==> src/rtl/counter_4bit.sv <==
// counter_4bit: free-running modulo-(MAX_VAL+1) up-counter with terminal-count flag and wrap pulse.
// Define COUNTER_4BIT_GRAY_EN to add a registered Gray-coded copy of the count on port gray.
module counter_4bit #(
    parameter int WIDTH   = 4,
    parameter int MAX_VAL = 15
) (
    input  logic             clk,
    input  logic             rstn,
    output logic [WIDTH-1:0] out,
    output logic             tc,
    output logic             wrap
`ifdef COUNTER_4BIT_GRAY_EN
    ,
    output logic [WIDTH-1:0] gray
`endif
);
    localparam logic [WIDTH-1:0] MAX = WIDTH'(MAX_VAL);
    logic [WIDTH-1:0] next_out;
    // Anything at or above MAX (including forced out-of-range values) reloads 0.
    assign next_out = (out < MAX) ? out + WIDTH'(1) : '0;
    assign tc = out == MAX;
    always_ff @(posedge clk or negedge rstn) begin
        if (!rstn) begin
            out  <= '0;
            wrap <= 1'b0;
        end else begin
            out  <= next_out;
            wrap <= tc;
        end
    end
`ifdef COUNTER_4BIT_GRAY_EN
    always_ff @(posedge clk or negedge rstn) begin
        if (!rstn) gray <= '0;
        else gray <= next_out ^ (next_out >> 1);
    end
`endif
endmodule

==> config.mk <==
export PLATFORM = sky130hd
export DESIGN_NAME = counter_4bit
export DESIGN_NICKNAME = d
export VERILOG_FILES = /design/src/rtl/counter_4bit.sv
export SDC_FILE = /design/constraint.sdc
export NUM_CORES = 1
export LEC_CHECK = 0
export CORE_AREA = 2 2 39 41
export DETAILED_ROUTE_END_ITERATION = 8
export DIE_AREA = 0 0 41 43
export PLACE_DENSITY = 0.43
export SYNTH_ARGS = -nofsm -noshare
export SYNTH_HDL_FRONTEND = slang
export SYNTH_SLANG_ARGS = --single-unit
==> constraint.sdc <==
create_clock -name clk -period 1.4 [get_ports clk]
set_clock_uncertainty 0.15 [all_clocks]
set_input_delay 0.14 -clock clk [delete_from_list [all_inputs] [get_ports clk]]
set_output_delay 0.14 -clock clk [all_outputs]
set_load 0.03 [all_outputs]
[After elaboration in Yosys (flattened, before gate mapping)]
Index checks and enable logic that the tools add are counted.
Operators by class
  $add $sub $neg: 1
  muxes and demuxes: 1
  eq/ne operators: 1
  $lt $le $gt $ge: 1
Operator list (count)
  4-bit by 1-bit adder with 4-bit output (second input constant): 1
  4-bit equality test (second input constant): 1
  4-bit < comparator (second input constant): 1
  4-bit two-way mux: 1
Storage, ports and cells
  output and inout bits: 6
  flip-flop bits (word level): 5
  word-level logic and storage cells: 6
  input port bits: 2

[Depth between registers and ports, before layout]
Gate-level depths: netlist of run 1.
  depth after elaboration: 2
  gate-level depth with buffers: 3
  gate-level depth less buffers: 3

[Worst setup path after synthesis of run 1]
No wires, ideal clock.
  path type: flip-flop to flip-flop
  start: register out[0]
  end: register out[0]
  required time: 1116 ps
  stages on the path, launching flop included: 4
  period minus slack after synthesis: 1416 ps
  library setup time: 134 ps
  buffers on the path: 0
  data arrival time: 1132 ps
  slack: -16 ps
  cells stage by stage: dfrtp_1 ha_1 and3_2 nor2_1
Between the ends
  longest elaborated chain between the ends: 2
  elaborated cells on any way between the ends: 3
  those cells by class: 1 x add/sub; 1 x order compare; 1 x mux
RTL lines
  start, declared: RTL line 9  | output logic [WIDTH-1:0] out,
  start signal, assigned: RTL line 27  | out <= next_out;
  4-bit by 1-bit adder with 4-bit output or 4-bit < comparator (tied branches): RTL line 20  | assign next_out = (out < MAX) ? out + WIDTH'(1) : '0;
  4-bit two-way mux (*): RTL line 20
  net next_out[0]: RTL line 18  | logic [WIDTH-1:0] next_out;
The timed path passes the listed nets; every way through them passes the cells marked *.

[Worst setup path after layout of run 1]
  start: register out[1]
  end: output tc
Between the ends
  longest elaborated chain between the ends: 1
RTL lines
  4-bit equality test: RTL line 21  | assign tc = out == MAX;
  end, declared: RTL line 10  | output logic tc,
Every way passes these cells.

==> impl_metrics.ini, run 1 <==
[global_route]
grt_pass1_vias = 200
antenna_found_initial = 0
grt_max_degree = 6
gr-usage-all-layers_pct = 8.09
grt_pass1_wl_um = 800
gr-total-overflow = 0

[timing]
relSlewSlack_pct = 80.0
fin_crit_ps = 1420
fmax_ghz = 0.706
finalSetupViolCount = 1
drv_slew = 0
setup_ws_ps = -17.0
rsz0062_at_grt = true
worst_pin_slew_ps = 302
hold_ws_ps = 374
min_period_over_period_pct = 101
hold_viol = 0

[finish]
fillers = 149
fin_nets = 36
fin_area_um2 = 370
fin_util_pct = 26.8
antenna_cells = 0
instances_no_fill = 48
area.growth.synth_to_final_pct = 91.0
drive_above_1_share_pct = 56.3

[yosys]
ys_seq_area_share_pct = 64.5
ys_ff_latch = 5
synth_warnings = 0
netlist_top_cells_area = dfrtp_1 (65%), ha_1 (6.5%), a311o_1 (5.2%), and4b_1 (5.2%), and2b_2 (4.5%)
syn-instance-count = 14
synth_top_area_share_pct = 64.5
yosysTopAreaCell = dfrtp_1
synth_ff_type = dfrtp_1
syn_area_um2 = 194
async_reset_ff_share_pct = 100
synth.most_common_cell = dfrtp_1
synth_edf_count = 0
synth_cell_types = 10
syn_nets = 17
syn_avg_cell_area_um2 = 13.9

[floorplan]
dieArea_um2 = 1760
num_rows = 14
core_um2 = 1380
die_y_um = 43
initial_core_util_pct = 14.0
die_w_um = 41
ios = 8

[critical_path]
setup.worst_path.end_class = primary output
worst_path_max_delay_cell = dfrtp_1
path_cells = ha_4, and3_4, buf_6
worstSetupPathType = flop to primary output
r2r_start = out[1]
worst-path-max-fanout = 2
worstRegToRegCells = 3
cpPeakStageDelay_ps = 400
crit_path_start_kind = flop
reg2reg_to = out[3]
required_ps = 1110
reg2reg_slack_ps = 100
arrival_ps = 1130

[detailed_routing]
wirelength_um = 488
via_count = 177
wl_per_cell_um = 10.2
drt_first_pass_iters = 3
drc = 0
drt_iter0_drc = 5
avgViaCountPerCell = 3.69
ant_nets = 0

[clock_network]
htreeDepth = 1
cts_sinks = 5
clock_latency_ps = 250
cts_tree = yes
clockBufferDepth = 2
cts_made_buffers = 3
path_clk_slew_ps = 40
cts_root_buffer = clkbuf_4

[pwr]
comb_power_share_pct = 2.4
ir_worst_vdd_mv = 0.222
p_seq_share_pct = 45.3
p_leak_nw = 0.192
clkPwrFrac_pct = 52.3
power_per_cell_area_nw_per_um2 = 865
intPower_uw = 257
p_sw_uw = 63.2
power.share.switching_pct = 19.7

[placement]
pre_cts_ws_ps = -300
io_buffers = 7
place.gp.congestion = 0.716
placed_cell_area_um2 = 323
hpwlAfterDp_um = 399
place_inst = 43

[hold_path]
min_path_type = flop to flop
hp-start = out[0]
hold_end = out[1]
hold_depth = 1

[outcome]
violations = setup timing
status = complete, but fails checks

[job]
maxCapViolCount = 0
routing by layer:
layer,up-vias,track usage (%),routed length (um)
li1,84,-,-
met1,81,7.24,182
met2,10,10.6,214
met3,2,4.71,67
met4,0,10.0,23
met5,-,0,0
area by class of cell:
| cell class | count | area [um2] | area share, % |
|---|---|---|---|
| timing repair buffer | 14 | 113 | 30.4 |
| multi-input combinational | 8 | 81.3 | 22.0 |
| sequential | 5 | 126 | 34.1 |
| clock buffer | 4 | 26.3 | 7.09 |
| inverter | 1 | 3.75 | 1.01 |
| tap | 16 | 20.0 | 5.41 |
state kept, by name, summed over array words and instances, names as in the netlist:
signal	cells
out	4
wrap	1
cells by family after synthesis:
| group | after synthesis | synth area share, % |
|---|---|---|
| AOI/OAI and AO/OA | 1 | 5.16 |
| buffers and inverters | 1 | 1.93 |
| and+or+nand+nor | 5 | 17.4 |
| adders and majority gates | 1 | 6.45 |
| xor gates and xnor gates | 1 | 4.52 |
| DFF | 5 | 64.5 |
stage by stage:
stage | total power, mW | setup TNS [ps]
floorplan | 0.147 | 0
global placement | 0.153 | -304
detailed placement | 0.153 | -313
CTS | 0.328 | -31.2
global route | 0.341 | -50.4
finish | 0.320 | -17.0
how the worst max path moves through the flow:
| stage | cells after the start | slack [ps] | startpoint | to |
|---|---|---|---|---|
| 2_1_floorplan | 3 | 4 | out[1] | out[0] |
| 3_3_place_gp | 3 | -290 | out[0] | tc |
| 3_5_place_dp | 3 | -300 | out[0] | tc |
| 4_1_cts | 3 | -30 | out[0] | tc |
| 5_1_grt | 3 | -50 | out[0] | tc |
| 6_report | 3 | -20 | out[1] | tc |
worst max-delay path: cells and delay by family (launching register included):
kind | cells | cell delay [ps]
adders and majority gates | 1 | 170
DFF | 1 | 400
and+or+nand+nor | 1 | 170
buffers and inverters | 1 | 130
what timing repair did:
item | 4_1_cts | 5_1_grt
resized for setup | 14 | 2
pin swaps | 0 | 1
buffers inserted | 0 | 0
endpoints found under the setup margin | 3 | 2
endpoints found under the hold margin | 5 | 0
hold buffers | 1 | 0
layout by cell type (no fill, tap or decap):
cell type	n
and3_4	1
dlygate4sd3_1	1
buf_2	1
clkbuf_4	3
and4b_1	1
nor2_1	1
nand2_1	1
dfrtp_2	1
buf_4	9
buf_6	1
inv_1	1
and2b_2	1
dlygate4sd2_1	1
dfrtp_1	4
a311o_1	1
clkbuf_1	1
clkdlybuf4s50_1	1
ha_4	1
xor2_1	1
power by group through the flow:
stage | sequential [mW] | clock, mW | combinational [mW]
after floorplan | 0.147 | 0 | 0.0000000398
after global placement | 0.147 | 0 | 0.00540
after detailed placement | 0.147 | 0 | 0.00562
after CTS | 0.145 | 0.175 | 0.00792
after global routing | 0.145 | 0.188 | 0.00869
final | 0.145 | 0.168 | 0.00756
Note: power is estimated with default switching activity, not from simulation.
==> inputs of run 2 (changes only) <==
- CTS_BUF_LIST: unset -> sky130_fd_sc_hd__clkbuf_16
- PLACE_DENSITY: 0.43 -> 0.46
- RECOVER_POWER: unset -> 100
==> run 2 against run 1 <==
Compared with the run above:
- the run now ends clean
- flip-flop and latch count stayed put
- combinational power grew 0.5%
- final cell count did not move
- highest routed layer unchanged
- fmax grew 2.5%
- first-iteration DRC count grew 20%
- count of clock-buffer cells in the layout fell by 1
- critical path type unchanged
- hold slack gained 21 ps
- routed wire length is 2.7% higher
==> impl_metrics.ini, run 2 (same netlist as run 1, synthesis figures left out) <==
[outcome]
status = completed

[pwr]
p_leak_nw = 0.221
power.total_uw = 611
ir_worst_vdd_mv = 0.606
power_per_cell_area_nw_per_um2 = 1430

[timing]
finalSetupTns_ps = 0
rsz0062_at_grt = true
finalSetupViolCount = 0
worst_pin_slew_ps = 305
fmax_ghz = 0.723
fin_crit_ps = 1380
relSlewSlack_pct = 79.8
hold_viol = 0
min_period_over_period_pct = 98.8
setup_ws_ps = 16.9
drv_slew = 0

[clock_network]
path_clk_slew_ps = 30
clockBufferDepth = 2
cts_tree = yes
cts_root_buffer = clkbuf_16
cts_made_buffers = 3
htreeDepth = 1
clock_latency_ps = 230
cts_sinks = 5

[placement]
pre_cts_ws_ps = -323
placed_cell_area_um2 = 315
place.gp.congestion = 0.583
place_inst = 42
io_buffers = 7
hpwlAfterDp_um = 332

[global_route]
grt_max_degree = 6
gr-usage-all-layers_pct = 7.46
antenna_found_initial = 0
grt_pass1_vias = 171
gr-total-overflow = 0
grt_pass1_wl_um = 793

[finish]
mostFrequentLayoutCells = buf_4 (9), dfrtp_1 (4), clkbuf_16 (3), inv_1 (2)
fin_nets = 36
antenna_cells = 0
layout_commonest_cell = buf_4
area.growth.synth_to_final_pct = 121
drive_above_1_share_pct = 53.1
regMostFlops = out
reg_top3 = out: 4 flops, wrap: 1 flops
instances_no_fill = 48
largest_reg_flops = 4
fin_area_um2 = 428

[detailed_routing]
avgViaCountPerCell = 3.67
via_count = 176
ant_nets = 0
drt_iter0_drc = 6
drt_first_pass_iters = 2
wl_per_cell_um = 10.4
drc = 0
wirelength_um = 501

[critical_path]
arrival_ps = 1090
worstRegToRegCells = 3
worstSetupPathType = flop to primary output
required_ps = 1110
crit_path_start_kind = flop
worst-path-max-fanout = 2
setup.worst_path.end_class = primary output

[floorplan]
die_w_um = 41
die_y_um = 43
ios = 8
initial_core_util_pct = 14.0
dieArea_um2 = 1760
core_um2 = 1380
num_rows = 14

[hold_path]
min_path_type = flop to flop
hold_depth = 1

[job]
maxCapViolCount = 0
==> run 2: cell types whose count changed in the layout (fill, tap and decap cells not counted), sizes merged <==
cell / delta
buf: -1
clkbuf: -1
clkdlybuf4s15: +1
inv: +1
==> run 2: through the flow <==
step	hold slack [ps]	util, %
3_5_place_dp	233	22.8
6_report	395	30.9
3_3_place_gp	227	22.8
2_1_floorplan	-306	-
4_1_cts	373	30.3
5_1_grt	415	30.9
==> run 2: worst paths after layout <==
kind | startpoint | end | slack (ps)
max | out[0] | tc | 20
min | out[0] | out[1] | 400
max reg2reg | out[0] | out[3] | 80
min reg2reg | out[0] | out[1] | 400
max in group asynchronous | rstn | out[0] | 340
min in group asynchronous | rstn | wrap | 550
==> run 2: area by class of cell <==
type / count / area [um2]
repair buffers: 14 / 118
fillers: 142 / 956
well taps: 16 / 20.0
clock buffers: 3 / 75.1
clock inverters: 1 / 3.75
multi-input cells: 8 / 81.3
flip-flops and latches: 5 / 126
inverters: 1 / 3.75
==> run 2: repair_timing <==
item / 4_1_cts / 5_1_grt
pin swaps: 2 / 1
hold buffers: 1 / 0
cloned: 0 / 0
resized for setup: 12 / 1
endpoints found under the hold margin: 5 / 0
endpoints found under the setup margin: 3 / 2
setup buffers: 0 / 1
==> run 2: report_power, final <==
| group | leakage, nW | internal (mW) | switching [mW] |
|---|---|---|---|
| Combinational | 0.113 | 0.00430 | 0.00330 |
| Sequential | 0.0655 | 0.145 | 0 |
| Clock | 0.0423 | 0.369 | 0.0890 |
| Total | 0.221 | 0.519 | 0.0923 |
==> run 2: routing by layer <==
layer  vias to the layer above  share of wire, %  wire [um]  global-route usage, %
met5                         -                 0          0                      0
met1                        79                41        206                   8.79
met2                        10                45        225                   9.06
met4                         0               3.2         16                   8.00
met3                         2                11         53                   3.14
li1                         85                 -          -                      -
==> run 2: worst max-delay path, cell delays in order, from the launching register on <==
cell and delay [ps]:
dfrtp_2 420, ha_4 170, and3_4 150, buf_6 130
